<file path="src/rtl/mips_pipe_pkg.sv">
// Shared definitions for the MIPS pipeline registers: the control bundle layout,
// default widths and the ALUOp encodings.
package mips_pipe_pkg;

    localparam int DEF_DATA_W = 32;
    localparam int DEF_REG_AW = 5;
    localparam int DEF_CTRL_W = 8;

    // Control bundle bit positions, MSB first:
    // {RegWrite, MemRead, MemWrite, MemToReg, ALUSrc, RegDst, ALUOp[1:0]}
    localparam int CTRL_REGWRITE_BIT = 7;
    localparam int CTRL_MEMREAD_BIT  = 6;
    localparam int CTRL_MEMWRITE_BIT = 5;
    localparam int CTRL_MEMTOREG_BIT = 4;
    localparam int CTRL_ALUSRC_BIT   = 3;
    localparam int CTRL_REGDST_BIT   = 2;
    localparam int CTRL_ALUOP_MSB    = 1;
    localparam int CTRL_ALUOP_LSB    = 0;

    typedef enum logic [1:0] {
        ALUOP_ADD   = 2'b00,  // loads/stores: address add
        ALUOP_SUB   = 2'b01,  // branches: compare by subtract
        ALUOP_FUNCT = 2'b10,  // R-type: operation from funct field
        ALUOP_RSVD  = 2'b11
    } aluop_e;

    typedef struct packed {
        logic   reg_write;
        logic   mem_read;
        logic   mem_write;
        logic   mem_to_reg;
        logic   alu_src;
        logic   reg_dst;
        aluop_e alu_op;
    } ctrl_t;

    // Extract the MemRead bit from a raw control bundle.
    function automatic logic ctrl_mem_read(input logic [DEF_CTRL_W-1:0] ctrl);
        return ctrl[CTRL_MEMREAD_BIT];
    endfunction

endpackage

</file>
<file path="src/rtl/id_ex_stage_hazard_detect.sv">
// Load-use hazard detector: flags when the load sitting in EX writes a
// register that the instruction in ID reads. Writes to $zero never hazard.
module hazard_detect
    import mips_pipe_pkg::*;
#(
    parameter int REG_AW = DEF_REG_AW
)(
    input  logic              i_ex_valid,
    input  logic              i_ex_mem_read,
    input  logic [REG_AW-1:0] i_ex_rt,
    input  logic              i_id_valid,
    input  logic [REG_AW-1:0] i_id_rs,
    input  logic [REG_AW-1:0] i_id_rt,
    output logic              o_hazard
);

    assign o_hazard = i_ex_valid & i_ex_mem_read & (i_ex_rt != {REG_AW{1'b0}}) & i_id_valid &
                      ((i_ex_rt == i_id_rs) | (i_ex_rt == i_id_rt));

endmodule

</file>
<file path="src/rtl/id_ex_stage.sv">
// ID/EX pipeline register with load-use stall, branch flush and a saturating
// bubble counter. Optional build macro WB_BYPASS_EN forwards same-cycle
// writeback data into the captured operands.
module id_ex_stage
    import mips_pipe_pkg::*;
#(
    parameter int DATA_W = DEF_DATA_W,
    parameter int REG_AW = DEF_REG_AW,
    parameter int CTRL_W = DEF_CTRL_W
)(
    input  logic              clk,
    input  logic              reset,
    input  logic              id_valid,
    input  logic [REG_AW-1:0] id_rs,
    input  logic [REG_AW-1:0] id_rt,
    input  logic [REG_AW-1:0] id_rd,
    input  logic [DATA_W-1:0] id_rs_data,
    input  logic [DATA_W-1:0] id_rt_data,
    input  logic [DATA_W-1:0] id_imm,
    input  logic [CTRL_W-1:0] id_ctrl,
    input  logic              flush,
    input  logic              wb_regwrite,
    input  logic [REG_AW-1:0] wb_reg,
    input  logic [DATA_W-1:0] wb_data,
    output logic              stall,
    output logic              ex_valid,
    output logic [REG_AW-1:0] ex_rs,
    output logic [REG_AW-1:0] ex_rt,
    output logic [REG_AW-1:0] ex_rd,
    output logic [DATA_W-1:0] ex_rs_data,
    output logic [DATA_W-1:0] ex_rt_data,
    output logic [DATA_W-1:0] ex_imm,
    output logic [CTRL_W-1:0] ex_ctrl,
    output logic [15:0]       hazard_cnt
);

    localparam logic [15:0] CNT_MAX = 16'hFFFF;

    logic              r_ex_valid;
    logic [REG_AW-1:0] r_ex_rs;
    logic [REG_AW-1:0] r_ex_rt;
    logic [REG_AW-1:0] r_ex_rd;
    logic [DATA_W-1:0] r_ex_rs_data;
    logic [DATA_W-1:0] r_ex_rt_data;
    logic [DATA_W-1:0] r_ex_imm;
    logic [CTRL_W-1:0] r_ex_ctrl;
    logic [15:0]       r_hazard_cnt;

    logic              w_hazard;
    logic [DATA_W-1:0] w_rs_data;
    logic [DATA_W-1:0] w_rt_data;

    hazard_detect #(
        .REG_AW (REG_AW)
    ) u_hazard_detect (
        .i_ex_valid    (r_ex_valid),
        .i_ex_mem_read (r_ex_ctrl[CTRL_MEMREAD_BIT]),
        .i_ex_rt       (r_ex_rt),
        .i_id_valid    (id_valid),
        .i_id_rs       (id_rs),
        .i_id_rt       (id_rt),
        .o_hazard      (w_hazard)
    );

    // A flush squashes the younger instruction, so it must not also freeze the front end.
    assign stall = w_hazard & ~flush;

`ifndef WB_BYPASS_EN
    logic w_unused_wb;
    assign w_unused_wb = ^{wb_regwrite, wb_reg, wb_data};
`endif

    // Operand select: optional writeback bypass, then the $zero override on top.
    always_comb begin
        w_rs_data = id_rs_data;
        w_rt_data = id_rt_data;
`ifdef WB_BYPASS_EN
        if (wb_regwrite && (wb_reg != {REG_AW{1'b0}}) && (wb_reg == id_rs)) begin
            w_rs_data = wb_data;
        end else begin
            w_rs_data = id_rs_data;
        end
        if (wb_regwrite && (wb_reg != {REG_AW{1'b0}}) && (wb_reg == id_rt)) begin
            w_rt_data = wb_data;
        end else begin
            w_rt_data = id_rt_data;
        end
`endif
        if (id_rs == {REG_AW{1'b0}}) begin
            w_rs_data = {DATA_W{1'b0}};
        end else begin
            w_rs_data = w_rs_data;
        end
        if (id_rt == {REG_AW{1'b0}}) begin
            w_rt_data = {DATA_W{1'b0}};
        end else begin
            w_rt_data = w_rt_data;
        end
    end

    // Pipeline register: flush beats hazard bubble beats normal capture.
    always_ff @(posedge clk or negedge reset) begin
        if (!reset) begin
            r_ex_valid   <= 1'b0;
            r_ex_rs      <= {REG_AW{1'b0}};
            r_ex_rt      <= {REG_AW{1'b0}};
            r_ex_rd      <= {REG_AW{1'b0}};
            r_ex_rs_data <= {DATA_W{1'b0}};
            r_ex_rt_data <= {DATA_W{1'b0}};
            r_ex_imm     <= {DATA_W{1'b0}};
            r_ex_ctrl    <= {CTRL_W{1'b0}};
        end else if (flush || w_hazard) begin
            r_ex_valid   <= 1'b0;
            r_ex_ctrl    <= {CTRL_W{1'b0}};
        end else begin
            r_ex_valid   <= id_valid;
            r_ex_ctrl    <= id_valid ? id_ctrl : {CTRL_W{1'b0}};
            r_ex_rs      <= id_rs;
            r_ex_rt      <= id_rt;
            r_ex_rd      <= id_rd;
            r_ex_rs_data <= w_rs_data;
            r_ex_rt_data <= w_rt_data;
            r_ex_imm     <= id_imm;
        end
    end

    // Saturating count of load-use bubbles; flushed cycles are not counted.
    always_ff @(posedge clk or negedge reset) begin
        if (!reset) begin
            r_hazard_cnt <= 16'h0000;
        end else if (w_hazard && !flush && (r_hazard_cnt != CNT_MAX)) begin
            r_hazard_cnt <= r_hazard_cnt + 16'h0001;
        end else begin
            r_hazard_cnt <= r_hazard_cnt;
        end
    end

    assign ex_valid   = r_ex_valid;
    assign ex_rs      = r_ex_rs;
    assign ex_rt      = r_ex_rt;
    assign ex_rd      = r_ex_rd;
    assign ex_rs_data = r_ex_rs_data;
    assign ex_rt_data = r_ex_rt_data;
    assign ex_imm     = r_ex_imm;
    assign ex_ctrl    = r_ex_ctrl;
    assign hazard_cnt = r_hazard_cnt;

endmodule
</file>
<file path="config.mk">
export PLATFORM = sky130hd
export DESIGN_NAME = id_ex_stage
export DESIGN_NICKNAME = d
export VERILOG_FILES = /design/src/rtl/mips_pipe_pkg.sv /design/src/rtl/id_ex_stage_hazard_detect.sv /design/src/rtl/id_ex_stage.sv
export SDC_FILE = /design/constraint.sdc
export NUM_CORES = 1
export LEC_CHECK = 0
export ABC_AREA = 1
export BUFFER_PORTS_ARGS = -buffer_cell sky130_fd_sc_hd__buf_2
export CAP_MARGIN = 20
export CORE_MARGIN = 4
export CORE_UTILIZATION = 35
export CTS_CLUSTER_DIAMETER = 40
export DETAILED_ROUTE_END_ITERATION = 8
export GPL_TIMING_DRIVEN = 1
export PLACE_DENSITY = 0.7
export SYNTH_ARGS = -nofsm -noshare
export SYNTH_HDL_FRONTEND = slang
export SYNTH_SLANG_ARGS = --single-unit
</file>
<file path="constraint.sdc">
create_clock -name clk -period 2.7 [get_ports clk]
set_input_delay 0.135 -clock clk [delete_from_list [all_inputs] [get_ports clk]]
set_output_delay 0.135 -clock clk [all_outputs]
set_load 0.01 [all_outputs]
</file>
==> results of run 1 <==
[synth_stat cells]
| master | number |
|---|---|
| buf_6 | 10 |
| o21ai_0 | 52 |
| nor2_2 | 1 |
| clkbuf_4 | 1 |
| clkbuf_1 | 12 |
| buf_2 | 9 |
| nor2_1 | 28 |
| nor3_1 | 3 |
| buf_4 | 6 |
| o21ai_1 | 11 |
| buf_1 | 1 |
| nand3_1 | 51 |
| inv_1 | 23 |
| nand4_1 | 5 |
| xnor2_1 | 12 |
| dfrtp_1 | 136 |
| nor3b_1 | 1 |
| o21ai_2 | 10 |
| xor2_1 | 4 |
| nand2_1 | 308 |
| ha_1 | 1 |
| nand2_2 | 2 |
[metrics by stage]
step / cells / utilization / total power [mW] / hold WS [ps]
floorplan: 687 / - / 2.64 / -161
global placement: 1139 / 0.445 / 2.98 / 211
detailed placement: 1139 / 0.445 / 3.00 / 206
CTS: 1282 / 0.549 / 5.56 / 0.256
global route: 1287 / 0.550 / 5.76 / 3.11
finish: 1287 / 0.550 / 5.49 / 10.3
[tightest hold or removal path: stages]
cell and delay (ps):
buf_2 90, nand2_1 50, o21ai_0 90
[area by class of cell]
type | count | area (µm²)
fill | 1448 | 7430
sequential | 136 | 3400
timing repair buffer | 382 | 2540
multi-input combinational | 489 | 2160
clock buffer | 19 | 443
tap | 220 | 275
clock inverter | 13 | 171
inverter | 23 | 86.3
antenna | 5 | 12.5
[final timing paths]
kind                                      start                         end  slack, ps  cells past startpoint
min in group asynchronous                 reset   hazard_cnt[5]$_DFFE_PN0P_        310                      2
max in group asynchronous                 reset        ex_ctrl[5]$_DFF_PN0_       1660                      3
hold reg to reg            ex_rs[2]$_DFFE_PN0N_        ex_rs[2]$_DFFE_PN0N_        470                      2
hold / removal                    id_rs_data[5]   ex_rs_data[5]$_DFFE_PN0N_         10                      3
setup reg to reg           ex_rt[0]$_DFFE_PN0N_  ex_rt_data[28]$_DFFE_PN0N_        660                     11
setup / recovery           ex_rt[0]$_DFFE_PN0N_  ex_rt_data[28]$_DFFE_PN0N_        660                     11
[flip-flops by register name, indices dropped and copies added, names as in the netlist]
signal / flops
ex_imm: 32
ex_rs: 5
ex_ctrl: 8
ex_rs_data: 32
ex_rd: 5
hazard_cnt: 16
ex_rt_data: 32
ex_valid: 1
ex_rt: 5
[report_power, final]
group,internal (mW),total [mW],switching (mW)
Sequential,2.20,2.29,0.0902
Clock,1.49,2.40,0.910
Combinational,0.385,0.809,0.424
Total,4.07,5.49,1.42
[routing by layer]
| metal | wire length, µm | GRT usage | share of wire |
|---|---|---|---|
| met4 | 660 | 0.105 | 0.036 |
| met5 | 34 | 0 | 0.0018 |
| met2 | 9240 | 0.326 | 0.50 |
| met3 | 1160 | 0.0551 | 0.063 |
| met1 | 7300 | 0.227 | 0.40 |
[what timing repair did]
action / in CTS / in global routing
hold buffers: 111 / 0
setup endpoints to repair: 0 / 0
hold endpoints to repair: 180 / 0
[kinds of logic (layout without fill, tap and decap cells)]
kind of cell             count (synthesis)  in the layout
AO/OA/AOI/OAI                           73             73
AND/OR/NAND/NOR                        399            399
other                                    0              5
adder cells (fa/ha/maj)                  1              1
buffers and inverters                   62            437
XOR/XNOR                                16             16
flip-flops                             136            136
==> metrics.cfg, run 1 <==
[detailed_routing]
drc = 0
drt-initial-drc-count = 304
via_per_inst = 4.53
vias = 5833
drt-total-wl_mm = 18.4
ant_nets = 0
firstDrtPassIters = 5
post_drt_wl_per_cell_um = 14.3

[worst_setup_path]
cpPeakStageDelay_ps = 440
crit_type = reg2reg
worstPathCellList = inv_1, nand2_1, nand2_1, nor2_1, nand3_1, nand2_1, nand2_2, nand2_8, buf_4, nand2_1, o21ai_0
cp-start-kind = register
path_max_fanout = 74
crit_family = simple AND/OR/NAND/NOR gates
cp_common_cell = nand2_1
worstPathArrival_ps = 2360
slowest_stage = dfrtp_1
required_ps = 3020
critical_path_buf_inv_count = 2
worst_setup_path_end_kind = register

[logic_synthesis]
ys_warn_count = 0
synth.distinct_cells = 22
syn-instance-count = 687
synthAdderAreaFrac = 0.00212
syn_nets = 849
synth_top_area_share = 0.577
ys_seq_elements = 136
synthXorXnorAreaFrac = 0.0238
synth_top_family_by_area = simple AND/OR/NAND/NOR gates
yosysTopAreaCell = dfrtp_1
syn-cell-area_um2 = 5890
ys_seq_area_frac = 0.577
synthSimpleGateAreaFrac = 0.270
synthMuxAreaShare = 0
synth_compound_area_frac = 0.0684
syn_area_per_cell_um2 = 8.58
synth_area_leaders = dfrtp_1, nand2_1, o21ai_0

[global_routing]
grt_overflow = 0
antenna_found_initial = 8
grt_pass1_vias = 5758
grt_start_max_net_pins = 76
track_usage = 0.195
grt_pass1_wl_mm = 28.9

[timing]
maxSlewHeadroom = 0.533
rsz0062_at_grt = false
finalSetupViolations = 0
maxSlewViolCount = 0
tightest_slew_ps = 701
fin_setup_tns_ps = 0
fin_crit_sh = 0.754
fmax_mhz = 491
finalCriticalPeriod_ps = 2040
skew_ps = 9.24
hold_viol_final = 0
setup_ws_ps = 664

[clocking]
clk_pin_slew_worst_paths_ps = 60
postCtsSetupBuffers = 0
root_buffer = clkbuf_16
cts.sinks = 136
clkLatencyLatePin_ps = 410
h-tree-depth = 4
cts_tree = yes
cts_buffer_depth = 2
cts_buffers = 17
cts_resized = 0

[final_layout]
drive_above_1_share = 0.297
layout_common_cells = nand2_1, buf_2, dfrtp_1
layout_commonest_cell = nand2_1
final_nets = 1211
area_delta_synth_final_pct = 54.3
design_area_um2 = 9090

[placement]
dp_hpwl_mm = 11.7
place_area_um2 = 7350
dp_slack_ps = 721
gp_congestion = 0.821
io_buffers = 259

[min_path]
hold_path.class = in2reg

[outcome]
status = completed

[floorplan]
start_util = 0.357
die-width_um = 138
die_h_um = 138
pin_count = 298
dieArea_um2 = 19000
core_area_um2 = 16500
rows = 47

[power]
irDropWorstVdd_v = 0.000420
powerDensity_nw_per_um2 = 604
p_leak_nw = 4.94

[run]
max_cap_violations = 0

No activity file was read; power rests on OpenSTA's default activity.
==> run 2, diff against run 1 <==
Settings changed: ABC_AREA 1 to 0.
Clock period 2.7 ns to 2 ns, I/O delays scaled along.
==> metrics.cfg, run 2 <==
[floorplan]
pin_count = 298
start_util = 0.357
die-width_um = 138
die_h_um = 138
core_area_um2 = 16600
rows = 47
dieArea_um2 = 19000

[final_layout]
fill_cells = 1357
num_antenna_cells = 0
final_nets = 960
instances_no_fill = 1031
layout_common_cells = buf_2, dfrtp_1, nor2b_1
layout_commonest_cell = buf_2
drive_above_1_share = 0.528
area_delta_synth_final_pct = 58.4

[detailed_routing]
post_drt_wl_per_cell_um = 17.9
vias = 5187
drt-initial-drc-count = 204
ant_nets = 0
drt-total-wl_mm = 18.4
drc = 0
via_per_inst = 5.03
firstDrtPassIters = 7

[logic_synthesis]
async_flop_share = 1.00
yosysTopAreaCell = dfrtp_1
synth.distinct_cells = 34
syn-cell-area_um2 = 5920
syn_area_per_cell_um2 = 13.4
syn-instance-count = 441
synth_flop_cell = dfrtp_1
ys_seq_area_frac = 0.575
ys_seq_elements = 136
ys_warn_count = 0
synth_top_area_share = 0.575
post-synth-top-count-cell = dfrtp_1
synth_edf_count = 0
syn_nets = 603
netlist_top_cells_count = dfrtp_1, a32o_1, nor2b_1, mux2_4, mux2_2
synth_area_leaders = dfrtp_1, a32o_1, nor2b_1

[worst_setup_path]
rr_startpoint = ex_rt[0]$_DFFE_PN0N_
r2r_end = ex_imm[28]$_DFFE_PN0N_
critical_path_buf_inv_count = 3
worst_setup_path_end_kind = register
worstPathCellList = or4_4, buf_6, o2111ai_4, o21ai_4, buf_8, buf_12, mux2_4
reg2regPathDepth = 7
reg2reg_setup_slack_ps = -190
cp-startpoint = ex_rt[0]$_DFFE_PN0N_
crit_type = reg2reg
worstPathArrival_ps = 2490
cp.depth = 7
crit_family = simple AND/OR/NAND/NOR gates
required_ps = 2300
slowest_stage = or4_4
crit_end = ex_imm[28]$_DFFE_PN0N_
cp-start-kind = register
path_max_fanout = 7
cpPeakStageDelay_ps = 550

[power]
powerDensity_nw_per_um2 = 786
p_leak_nw = 4.61
irDropWorstVdd_v = 0.000568

[timing]
maxSlewHeadroom = 0.705
setup_ws_ps = -192
finalCriticalPeriod_ps = 2190
fin_setup_tns_ps = -11910
fin_crit_sh = 1.10
finalSetupViolations = 125
skew_ps = 7.36
maxSlewViolCount = 0
tightest_slew_ps = 443
fmax_mhz = 456
hold_viol_final = 0
rsz0062_at_grt = true

[global_routing]
grt_pass1_wl_mm = 28.8
globalRouteMet1Util = 0.223
grt_overflow = 0
top_usage_layer = met2
grt_util_met3 = 0.0552
met2_usage = 0.315
grt_pass1_vias = 5361
grt_start_max_net_pins = 68
track_usage = 0.186
antenna_found_initial = 0

[placement]
dp_hpwl_mm = 11.7
gp_congestion = 0.814
dp.cells = 921
io_buffers = 259

[clocking]
cts_buffer_depth = 2
cts_buffers = 17
clkLatencyLatePin_ps = 420
cts.sinks = 136
root_buffer = clkbuf_16
cts_tree = yes
clk_pin_slew_worst_paths_ps = 60
h-tree-depth = 4

[min_path]
min-delay-start = id_valid
hold_path.class = in2reg

[run]
max_cap_violations = 0

[outcome]
status = finished, violations left
violations = negative setup slack

run 2: cells by family after synthesis:
logic type,share of synthesized area
buf+inv,0.0302
xor+xnor,0.0355
fa+ha+maj,0.00211
compound gates,0.123
mux,0.110
flops,0.575
simple gates,0.124
run 2: timing repair:
item,4_1_cts,5_1_grt
setup endpoints to repair,92,134
setup buffers,10,5
cloned,0,7
hold buffers,56,0
resized for setup,18,41
hold endpoints to repair,164,0
pin swaps,3,15
run 2: power breakdown:
| group | total, mW | leakage, nW | switching [mW] | internal [mW] |
|---|---|---|---|---|
| Sequential | 3.11 | 1.68 | 0.128 | 2.98 |
| Combinational | 1.30 | 2.67 | 0.586 | 0.716 |
| Clock | 2.96 | 0.268 | 1.20 | 1.76 |
| Total | 7.37 | 4.61 | 1.91 | 5.46 |
run 2: layer usage:
metal  vias to the layer above  wire (µm)
met5                         -          0
met4                         0        459
met3                        34       1310
met2                       238       9440
met1                      2565       7230
li1                       2350          -
run 2: cell type report:
cell class | count | area (µm²) | share of cell area
inverter | 1 | 3.75 | 0.000401
clock inverter | 12 | 103 | 0.0109
tap | 220 | 275 | 0.0294
sequential | 136 | 3400 | 0.363
timing repair buffer | 373 | 2560 | 0.274
multi-input combinational | 269 | 2560 | 0.273
clock buffer | 20 | 457 | 0.0487
run 2: how the worst min path moves through the flow:
stage	end	cells after the start
after global routing	ex_valid$_DFF_PN0_	2
after detailed placement	ex_ctrl[0]$_DFF_PN0_	1
after CTS	ex_valid$_DFF_PN0_	2
after global placement	ex_ctrl[0]$_DFF_PN0_	1
final	ex_valid$_DFF_PN0_	2
after floorplan	ex_ctrl[0]$_DFF_PN0_	0
run 2: per-stage QoR:
step           hold slack [ps]  setup WS (ps)  power, mW  cell area, µm²  utilization
6_report                  29.4           -192       7.37            9370        0.565
5_1_grt                   21.2           -217       7.69            9370        0.565
3_3_place_gp              58.2          -54.5       4.21            7710        0.465
4_1_cts                   12.4           -150       7.35            8990        0.542
3_5_place_dp              58.9          -84.0       4.23            7710        0.465
2_1_floorplan             -196          -15.5       3.68            5930            -
==> run 3, diff against run 2 <==
Settings changed: SKIP_CTS_REPAIR_TIMING set to 1.
==> metrics.cfg, run 3 (same netlist as run 2, synthesis figures left out) <==
[outcome]
status = finished, violations left
violations = negative setup slack

[floorplan]
die_h_um = 138
die-width_um = 138
core_area_um2 = 16600
rows = 47
start_util = 0.357
pin_count = 298
dieArea_um2 = 19000

[placement]
dp_hpwl_mm = 11.7
io_buffers = 259
gp_congestion = 0.814
dp_slack_ps = -84.0
dp.cells = 921

[worst_setup_path]
reg2regPathDepth = 7
cp-startpoint = ex_rt[3]$_DFFE_PN0N_
worst_setup_path_end_kind = register
path_max_fanout = 6
rr_startpoint = ex_rt[3]$_DFFE_PN0N_
cp-start-kind = register
reg2reg_setup_slack_ps = -220
crit_type = reg2reg
worstPathArrival_ps = 2510
r2r_end = ex_imm[21]$_DFFE_PN0N_
required_ps = 2290

[run]
max_cap_violations = 0

[min_path]
min-delay-start = id_rs_data[9]
hold_path.class = in2reg
holdPathEnd = ex_rs_data[9]$_DFFE_PN0N_
whs_path_depth = 3

[power]
powerDensity_nw_per_um2 = 792
irDropWorstVdd_v = 0.000577
p_total_mw = 7.30
seq_power_share = 0.426
combPwrFrac = 0.170
p_leak_nw = 4.52
p_sw_mw = 1.88
switching_share = 0.257
pwr-share-clk = 0.404
internal_power_mw = 5.42

[global_routing]
grt_pass1_vias = 4953
track_usage = 0.172
grt_pass1_wl_mm = 26.7
antenna_found_initial = 0
grt_start_max_net_pins = 68
grt_overflow = 0

[timing]
fin_crit_sh = 1.11
fmax_mhz = 451
skew_ps = 14.0
finalCriticalPeriod_ps = 2220
hold_viol_final = 0
setup_ws_ps = -216
maxSlewHeadroom = 0.702
finalSetupViolations = 117
tightest_slew_ps = 447
maxSlewViolCount = 0
hold_ws_ps = 48.7
rsz0062_at_grt = true
fin_setup_tns_ps = -13440

[detailed_routing]
via_per_inst = 4.95
vias = 5103
drc = 0
post_drt_wl_per_cell_um = 17.7
firstDrtPassIters = 4
drt-initial-drc-count = 202
drt-total-wl_mm = 18.3
ant_nets = 0

[clocking]
clk_pin_slew_worst_paths_ps = 60
clkLatencyLatePin_ps = 420
cts.sinks = 136
cts_buffers = 17
h-tree-depth = 4
cts_tree = yes
cts_buffer_depth = 2
root_buffer = clkbuf_16

[final_layout]
layout_common_cells = buf_2, dfrtp_1, nor2b_1, a32o_1, dlygate4sd3_1
instances_no_fill = 1031
drive_above_1_share = 0.513
final_nets = 960
num_antenna_cells = 0
layout_commonest_cell = buf_2
area_delta_synth_final_pct = 55.9

-- run 3: power groups by stage --
stage	combinational [mW]	clock (mW)	sequential [mW]
CTS	1.08	3.02	3.11
finish	1.24	2.95	3.11
detailed placement	1.08	0	3.15
floorplan	0.416	0	3.26
global placement	1.07	0	3.14
global route	1.34	3.15	3.13
-- run 3: routing by layer --
layer | wire length [µm] | vias up | GRT usage
li1 | - | 2357 | -
met1 | 7460 | 2521 | 0.212
met2 | 9410 | 201 | 0.286
met3 | 1090 | 24 | 0.0625
met4 | 301 | 0 | 0.0473
met5 | 0 | - | 0
-- run 3: worst max-delay path by stage --
stage / slack (ps) / cells after the start / end
2_1_floorplan: -20 / 6 / ex_imm[10]$_DFFE_PN0N_
3_3_place_gp: -50 / 6 / ex_imm[27]$_DFFE_PN0N_
3_5_place_dp: -80 / 6 / ex_imm[29]$_DFFE_PN0N_
4_1_cts: -500 / 6 / stall
5_1_grt: -260 / 6 / stall
6_report: -220 / 7 / ex_imm[21]$_DFFE_PN0N_
-- run 3: stage by stage --
step / area (µm²) / utilization
floorplan: 5930 / -
detailed placement: 7710 / 0.465
CTS: 8270 / 0.499
finish: 9220 / 0.556
global route: 9220 / 0.556
global placement: 7710 / 0.465
-- run 3: area by class of cell --
type	count	area, µm²
Fill cell	1381	7360
Clock buffer	20	457
Timing Repair Buffer	373	2530
Clock inverter	12	103
Tap cell	220	275
Inverter	1	3.75
Sequential cell	136	3410
Multi-Input combinational cell	269	2440
-- run 3: critical path, cell delays in order, from the launching register on --
cell and delay, ps:
dfrtp_2 420, or4_4 570, buf_6 140, o2111ai_4 220, o21ai_4 120, buf_6 170, clkbuf_16 160, mux2_4 280
